[src/rtl/apb_spi_bridge.sv]
// APB3 slave front-end for the 16-bit SPI master core: TX FIFO, launch FSM,
// RX holding register with overrun flag and a registered receive interrupt.
module apb_spi_bridge #(
  parameter int FIFO_DEPTH = 4,
  parameter int FIFO_AW    = 2
) (
  input  logic        clk,
  input  logic        nrst,
  input  logic [3:0]  PADDR,
  input  logic        PSEL,
  input  logic        PENABLE,
  input  logic        PWRITE,
  input  logic [31:0] PWDATA,
  output logic [31:0] PRDATA,
  output logic        PREADY,
  output logic        PSLVERR,
  output logic        send,
  output logic [15:0] data_in,
  input  logic [15:0] data_out,
  input  logic        done,
  output logic        irq
);

  localparam logic [1:0] ST_IDLE   = 2'd0;
  localparam logic [1:0] ST_LAUNCH = 2'd1;
  localparam logic [1:0] ST_WAIT   = 2'd2;
  localparam logic [FIFO_AW:0] DEPTH_L = (FIFO_AW+1)'(FIFO_DEPTH);

  logic [1:0]         ctrl_q, ctrl_d;
  logic [1:0]         state_q, state_d;
  logic [FIFO_AW:0]   wr_ptr_q, wr_ptr_d, rd_ptr_q, rd_ptr_d;
  logic [15:0]        mem_q [FIFO_DEPTH];
  logic [15:0]        mem_d [FIFO_DEPTH];
  logic [15:0]        data_in_q, data_in_d;
  logic [15:0]        rx_reg_q, rx_reg_d;
  logic               rx_valid_q, rx_valid_d;
  logic               rx_ovr_q, rx_ovr_d;
  logic               irq_q, irq_d;

  logic               access, pslverr, wr_ok, rd_ok;
  logic [1:0]         sel;
  logic [FIFO_AW:0]   level;
  logic               tx_empty, tx_full, push, pop, capture, rx_clr;
  logic [31:0]        status, prdata;
  logic               unused_pwdata;

  assign unused_pwdata = ^PWDATA[31:16];

  always_comb begin
    access   = PSEL & PENABLE;
    sel      = PADDR[3:2];
    level    = wr_ptr_q - rd_ptr_q;
    tx_empty = (level == '0);
    tx_full  = (level == DEPTH_L);
    // Misaligned accesses and pushes into a full FIFO are refused without side effects.
    pslverr  = access & ((PADDR[1:0] != 2'b00) | (PWRITE & (sel == 2'd2) & tx_full));
    wr_ok    = access & PWRITE & ~pslverr;
    rd_ok    = access & ~PWRITE & ~pslverr;

    status    = '0;
    status[0] = (state_q != ST_IDLE);
    status[1] = tx_full;
    status[2] = tx_empty;
    status[3] = rx_valid_q;
    status[4] = rx_ovr_q;
    status[8+FIFO_AW:8] = level;

    prdata = '0;
    if (rd_ok) begin
      case (sel)
        2'd0:    prdata = {30'b0, ctrl_q};
        2'd1:    prdata = status;
        2'd3:    prdata = {16'b0, rx_reg_q};
        default: prdata = '0;
      endcase
    end
  end

  always_comb begin
    ctrl_d = ctrl_q;
    if (wr_ok && sel == 2'd0) ctrl_d = PWDATA[1:0];

    push = wr_ok & (sel == 2'd2);
    pop  = (state_q == ST_IDLE) & ctrl_q[0] & ~tx_empty;

    mem_d = mem_q;
    if (push) mem_d[wr_ptr_q[FIFO_AW-1:0]] = PWDATA[15:0];
    wr_ptr_d = wr_ptr_q + (FIFO_AW+1)'(push);
    rd_ptr_d = rd_ptr_q + (FIFO_AW+1)'(pop);

    // The head is latched as the FSM enters LAUNCH so data_in is valid with send.
    data_in_d = data_in_q;
    if (pop) data_in_d = mem_q[rd_ptr_q[FIFO_AW-1:0]];

    state_d = state_q;
    case (state_q)
      ST_IDLE:   if (pop) state_d = ST_LAUNCH;
      ST_LAUNCH: state_d = ST_WAIT;
      ST_WAIT:   if (done) state_d = ST_IDLE;
      default:   state_d = ST_IDLE;
    endcase

    capture = (state_q == ST_WAIT) & done;
    rx_clr  = rd_ok & (sel == 2'd3);

    rx_reg_d = capture ? data_out : rx_reg_q;
    if (capture)     rx_valid_d = 1'b1;
    else if (rx_clr) rx_valid_d = 1'b0;
    else             rx_valid_d = rx_valid_q;

    // A new overrun outranks a simultaneous write-one-to-clear.
    rx_ovr_d = rx_ovr_q;
    if (wr_ok && sel == 2'd1 && PWDATA[4]) rx_ovr_d = 1'b0;
    if (capture && rx_valid_q && !rx_clr)  rx_ovr_d = 1'b1;

    irq_d = ctrl_d[1] & (rx_valid_d | rx_ovr_d);
  end

  always_ff @(posedge clk or negedge nrst) begin
    if (!nrst) begin
      ctrl_q     <= '0;
      state_q    <= ST_IDLE;
      wr_ptr_q   <= '0;
      rd_ptr_q   <= '0;
      for (int i = 0; i < FIFO_DEPTH; i++) mem_q[i] <= '0;
      data_in_q  <= '0;
      rx_reg_q   <= '0;
      rx_valid_q <= 1'b0;
      rx_ovr_q   <= 1'b0;
      irq_q      <= 1'b0;
    end else begin
      ctrl_q     <= ctrl_d;
      state_q    <= state_d;
      wr_ptr_q   <= wr_ptr_d;
      rd_ptr_q   <= rd_ptr_d;
      mem_q      <= mem_d;
      data_in_q  <= data_in_d;
      rx_reg_q   <= rx_reg_d;
      rx_valid_q <= rx_valid_d;
      rx_ovr_q   <= rx_ovr_d;
      irq_q      <= irq_d;
    end
  end

  assign PRDATA  = prdata;
  assign PSLVERR = pslverr;
  assign PREADY  = 1'b1;
  assign send    = (state_q == ST_LAUNCH);
  assign data_in = data_in_q;
  assign irq     = irq_q;

endmodule

[config.mk]
export PLATFORM = sky130hd
export DESIGN_NAME = apb_spi_bridge
export DESIGN_NICKNAME = d
export VERILOG_FILES = /design/src/rtl/apb_spi_bridge.sv
export SDC_FILE = /design/constraint.sdc
export NUM_CORES = 1
export LEC_CHECK = 0
export CORE_MARGIN = 5
export CORE_UTILIZATION = 51
export CTS_CLUSTER_DIAMETER = 50
export CTS_CLUSTER_SIZE = 25
export DETAILED_ROUTE_END_ITERATION = 7
export MAX_ROUTING_LAYER = met4
export PLACE_DENSITY = 0.78
export REMOVE_ABC_BUFFERS = 1
export SKIP_CTS_REPAIR_TIMING = 1
export SYNTH_ARGS = -nofsm -noshare
export SYNTH_HDL_FRONTEND = slang
export SYNTH_SLANG_ARGS = --single-unit
[constraint.sdc]
create_clock -name clk -period 3.8 [get_ports clk]
set_input_delay 0.76 -clock clk [delete_from_list [all_inputs] [get_ports clk]]
set_output_delay 0.76 -clock clk [all_outputs]
set_load 0.005 [all_outputs]
==> results.txt <==
After Yosys synthesis, full adders, half adders and majority gates account for 1.61% of the synthesized area. The deepest level of the CTS H-tree is 3. Summing the sequential cell areas from Yosys gives 53.2% of the chip area. The power density over cell area was 534 nW/um^2. Once placement finished, the instance area stood at 5920 sq um.

The routed layout has 2966 vias. Between clock sinks in the finished design, the worst skew comes to 9.13 ps. The post-detailed-placement half-perimeter wirelength is 6790 um.

Averaged over all synthesized cells, the footprint is 14.9 sq um. The number of flip-flops and latches in the synthesized netlist is 109. The category of the worst setup path capture point was an output port. The tool flagged a number of max-cap violations equal to 0. During synthesis, Yosys emitted a total of 0 warnings. The tools report the final count of pins violating max slew as 0.

Weighted congestion reported at the end of routability-driven placement: 0.766. The worst setup path is launched from a flop. The first global-routing pass estimated 16000 um of wire. Of all nets on the critical path, the largest fanout is 7.

The cell count after synthesis came out at 345. For the worst-skew pair, the clock arrives at the later sink with an insertion delay of 360 ps. The worst setup path is of the reg -> out kind. In the routed design, unresolved DRC markers number 0.

Setup repair after global routing left no endpoint under its margin. Static timing analysis puts the maximum clock frequency at 269 MHz. The run gives 0 as the post-detailed-route count of antenna-violating nets. After clock tree synthesis, the clock-pin slew on the worst setup and hold paths is 100 ps. The run gives 0 as the number of antenna violations at the first check in global routing. The initial detailed-routing violation count was 96; the proportion of register bits with asynchronous set or reset after synthesis was 100%.

Setup violations remaining at the end of the flow were counted as 0. Routed length per instance: 17.7 um. Cells with a size suffix above 1 make up 34.9% of the layout. The overall track demand over capacity in global routing came out at 17.8%. The number of buffers added on ports was 76. TritonCTS built the clock tree. The required time at the worst-slack endpoint is 3040 ps. The tools report the start point of the critical path as wr_ptr_q[0]. The synthesized netlist devotes 3.13% of its cell area to compound gates. From left edge to right edge, the die measures 110 um. The static leakage was 0.00291 uW.

VDD sags by at most 289 uV. In the synthesized netlist the dominant register cell turns out to be dfrtp_1. For this run, the post-layout net count is 486.

Summing all non-filler instances in the final layout gives an area of 6160 sq um. Via count of the first global-routing pass: 3113. The die is 110 um tall.

The count of antenna diodes in the layout came out at 0. For the signal arrival time at the worst endpoint, the log shows 2960 ps. After layout, the minimum clock period comes to 3720 ps.

The xor/xnor cell area share of the yosys netlist is 0.806%, and the area of the mapped netlist is 5120 sq um. By area, the combinational part of the netlist is dominated by multiplexers. Counting the buffers created by CTS gives 9.

Most frequent standard cell in the layout excluding fill and tap cells: dfrtp_1. The logs give 12200 sq um for the full die area and 2 for the maximum buffer depth of the clock tree. Master cell of the clock root buffer: clkbuf_8. The tightest min-delay check is of the in -> async type. In the post-route analysis, the smallest setup slack over all paths is 80.5 ps. Clock tree synthesis found a total of 109 sinks. The number of enable-type register cells in the synthesized netlist was 0; the final global-route overflow total was 0. Dividing the detail-routed via count by the number of cells gives 5.30. Summed over all failing endpoints, the final setup total negative slack is 0 ps.

The slew at the pin with the worst max-slew slack works out to 1150 ps. The worst hold slack came out at 427 ps. In this run the critical register-to-register path is launched from wr_ptr_q[0]. Yosys mapped the design onto 44 distinct sky130hd cell types.

Number of hold-slack violations in the final timing report: 0. The multiplexer fraction of the synthesized cell area was 30.1%; the share of the cycle needed by the critical path after routing was 97.9%. After floorplanning, the core was divided into 36 placement rows.

The run gives 9930 um as the final wirelength. In this run the tightest slew margin relative to its limit is 23.6%. The area growth from synthesis to layout is 20.2%. The floorplan step defined a core boundary enclosing 9770 sq um. Entering global routing, the biggest net connects 56 pins. The initial utilization of the core area, before any placement, comes to 52.4%.

After Yosys synthesis, and, or, nand and nor cells account for 5.49% of the synthesized area. Prior to clock tree synthesis, the placed netlist has a worst setup slack of 222 ps. The top cell types in the final layout, fill and taps aside, are dfrtp_1 (109), mux2_2 (79), clkdlybuf4s50_1 (75). The logs give 5 for the number of iterations in the first detailed-routing pass and 110 for the count of pins on the block boundary. The run finished with clean final reports.
## routing by layer
metal	global-route usage (%)	part of all wire [%]	vias to the layer above
li1	-	-	1360
met1	24.8	48	1496
met2	27.7	45	98
met3	2.56	6.3	12
met4	4.75	1.0	0
met5	-	0	-
## registers in the layout, summed over array words and instances (netlist names)
register and count:
rx_reg_q 16, irq 1, state_q 2, rx_valid_q 1
ctrl_q 2, data_in 16, rd_ptr_q 3, wr_ptr_q 3
mem_q 64, rx_ovr_q 1
## where the power goes
group	total [uW]	switching, uW	leakage (uW)	internal, uW
clock network	773	398	0.000106	375
logic	1010	439	0.00134	570
registers	1510	123	0.00147	1390
total	3290	959	0.00291	2330
## logic make-up after synthesis
kind of cell	count (synthesis)
buffers and inverters	41
and+or+nand+nor	50
xor gates and xnor gates	3
muxes	115
AOI/OAI and AO/OA	19
other	2
DFF	109
adders and majority gates	6
## critical path: stages, from the launching register on
cell and delay (ps):
dfrtp_1 420, inv_1 60, ha_1 200, fa_2 580
nand2_2 130, o311a_2 410, nor3_1 240, clkdlybuf4s50_1 560
## synthesized netlist by cell type, types with 2 or more instances
cell type / instances / share of area (%)
a21oi_1: 5 / 0.49
and2_1: 9 / 1.1
buf_2: 4 / 0.39
buf_4: 17 / 2.5
buf_6: 6 / 1.3
clkbuf_1: 6 / 0.44
conb_1: 2 / 0.15
dfrtp_1: 109 / 53
ha_1: 5 / 1.2
inv_1: 6 / 0.44
mux2_2: 79 / 17
mux2_4: 18 / 5.3
mux2i_1: 2 / 0.39
mux4_2: 16 / 7.0
nand2_1: 8 / 0.59
nand2b_1: 2 / 0.24
nand3b_1: 4 / 0.59
nor2_1: 11 / 0.81
nor2b_1: 3 / 0.37
nor3_1: 4 / 0.39
o2111ai_2: 3 / 0.88
o21ai_0: 2 / 0.20
o31ai_1: 2 / 0.29
xor2_1: 2 / 0.34
## path summary, 6_finish.rpt
check | to | slack, ps | depth (start not counted)
max in group asynchronous | mem_q[39] | 2630 | 2
min in group clk | rx_reg_q[12] | 510 | 1
min | rx_reg_q[8] | 430 | 1
min reg2reg | rx_reg_q[12] | 510 | 1
max | PRDATA[1] | 80 | 7
max reg2reg | mem_q[45] | 760 | 7
## through the flow
stage	power [uW]	instances	util, %
detailed placement	2530	543	60.6
CTS	3310	559	62.9
floorplan	2130	325	-
global placement	2500	543	60.6
global route	3490	560	63.0
finish	3290	560	63.0
## cell type report
class | count | area, sq um
timing repair buffer | 86 | 846
clock inverter | 7 | 97.6
tap | 133 | 166
sequential | 109 | 2730
fill | 771 | 3620
clock buffer | 9 | 124
multi-input combinational | 210 | 2170
inverter | 6 | 22.5
Power figures use the tool's default switching activity.
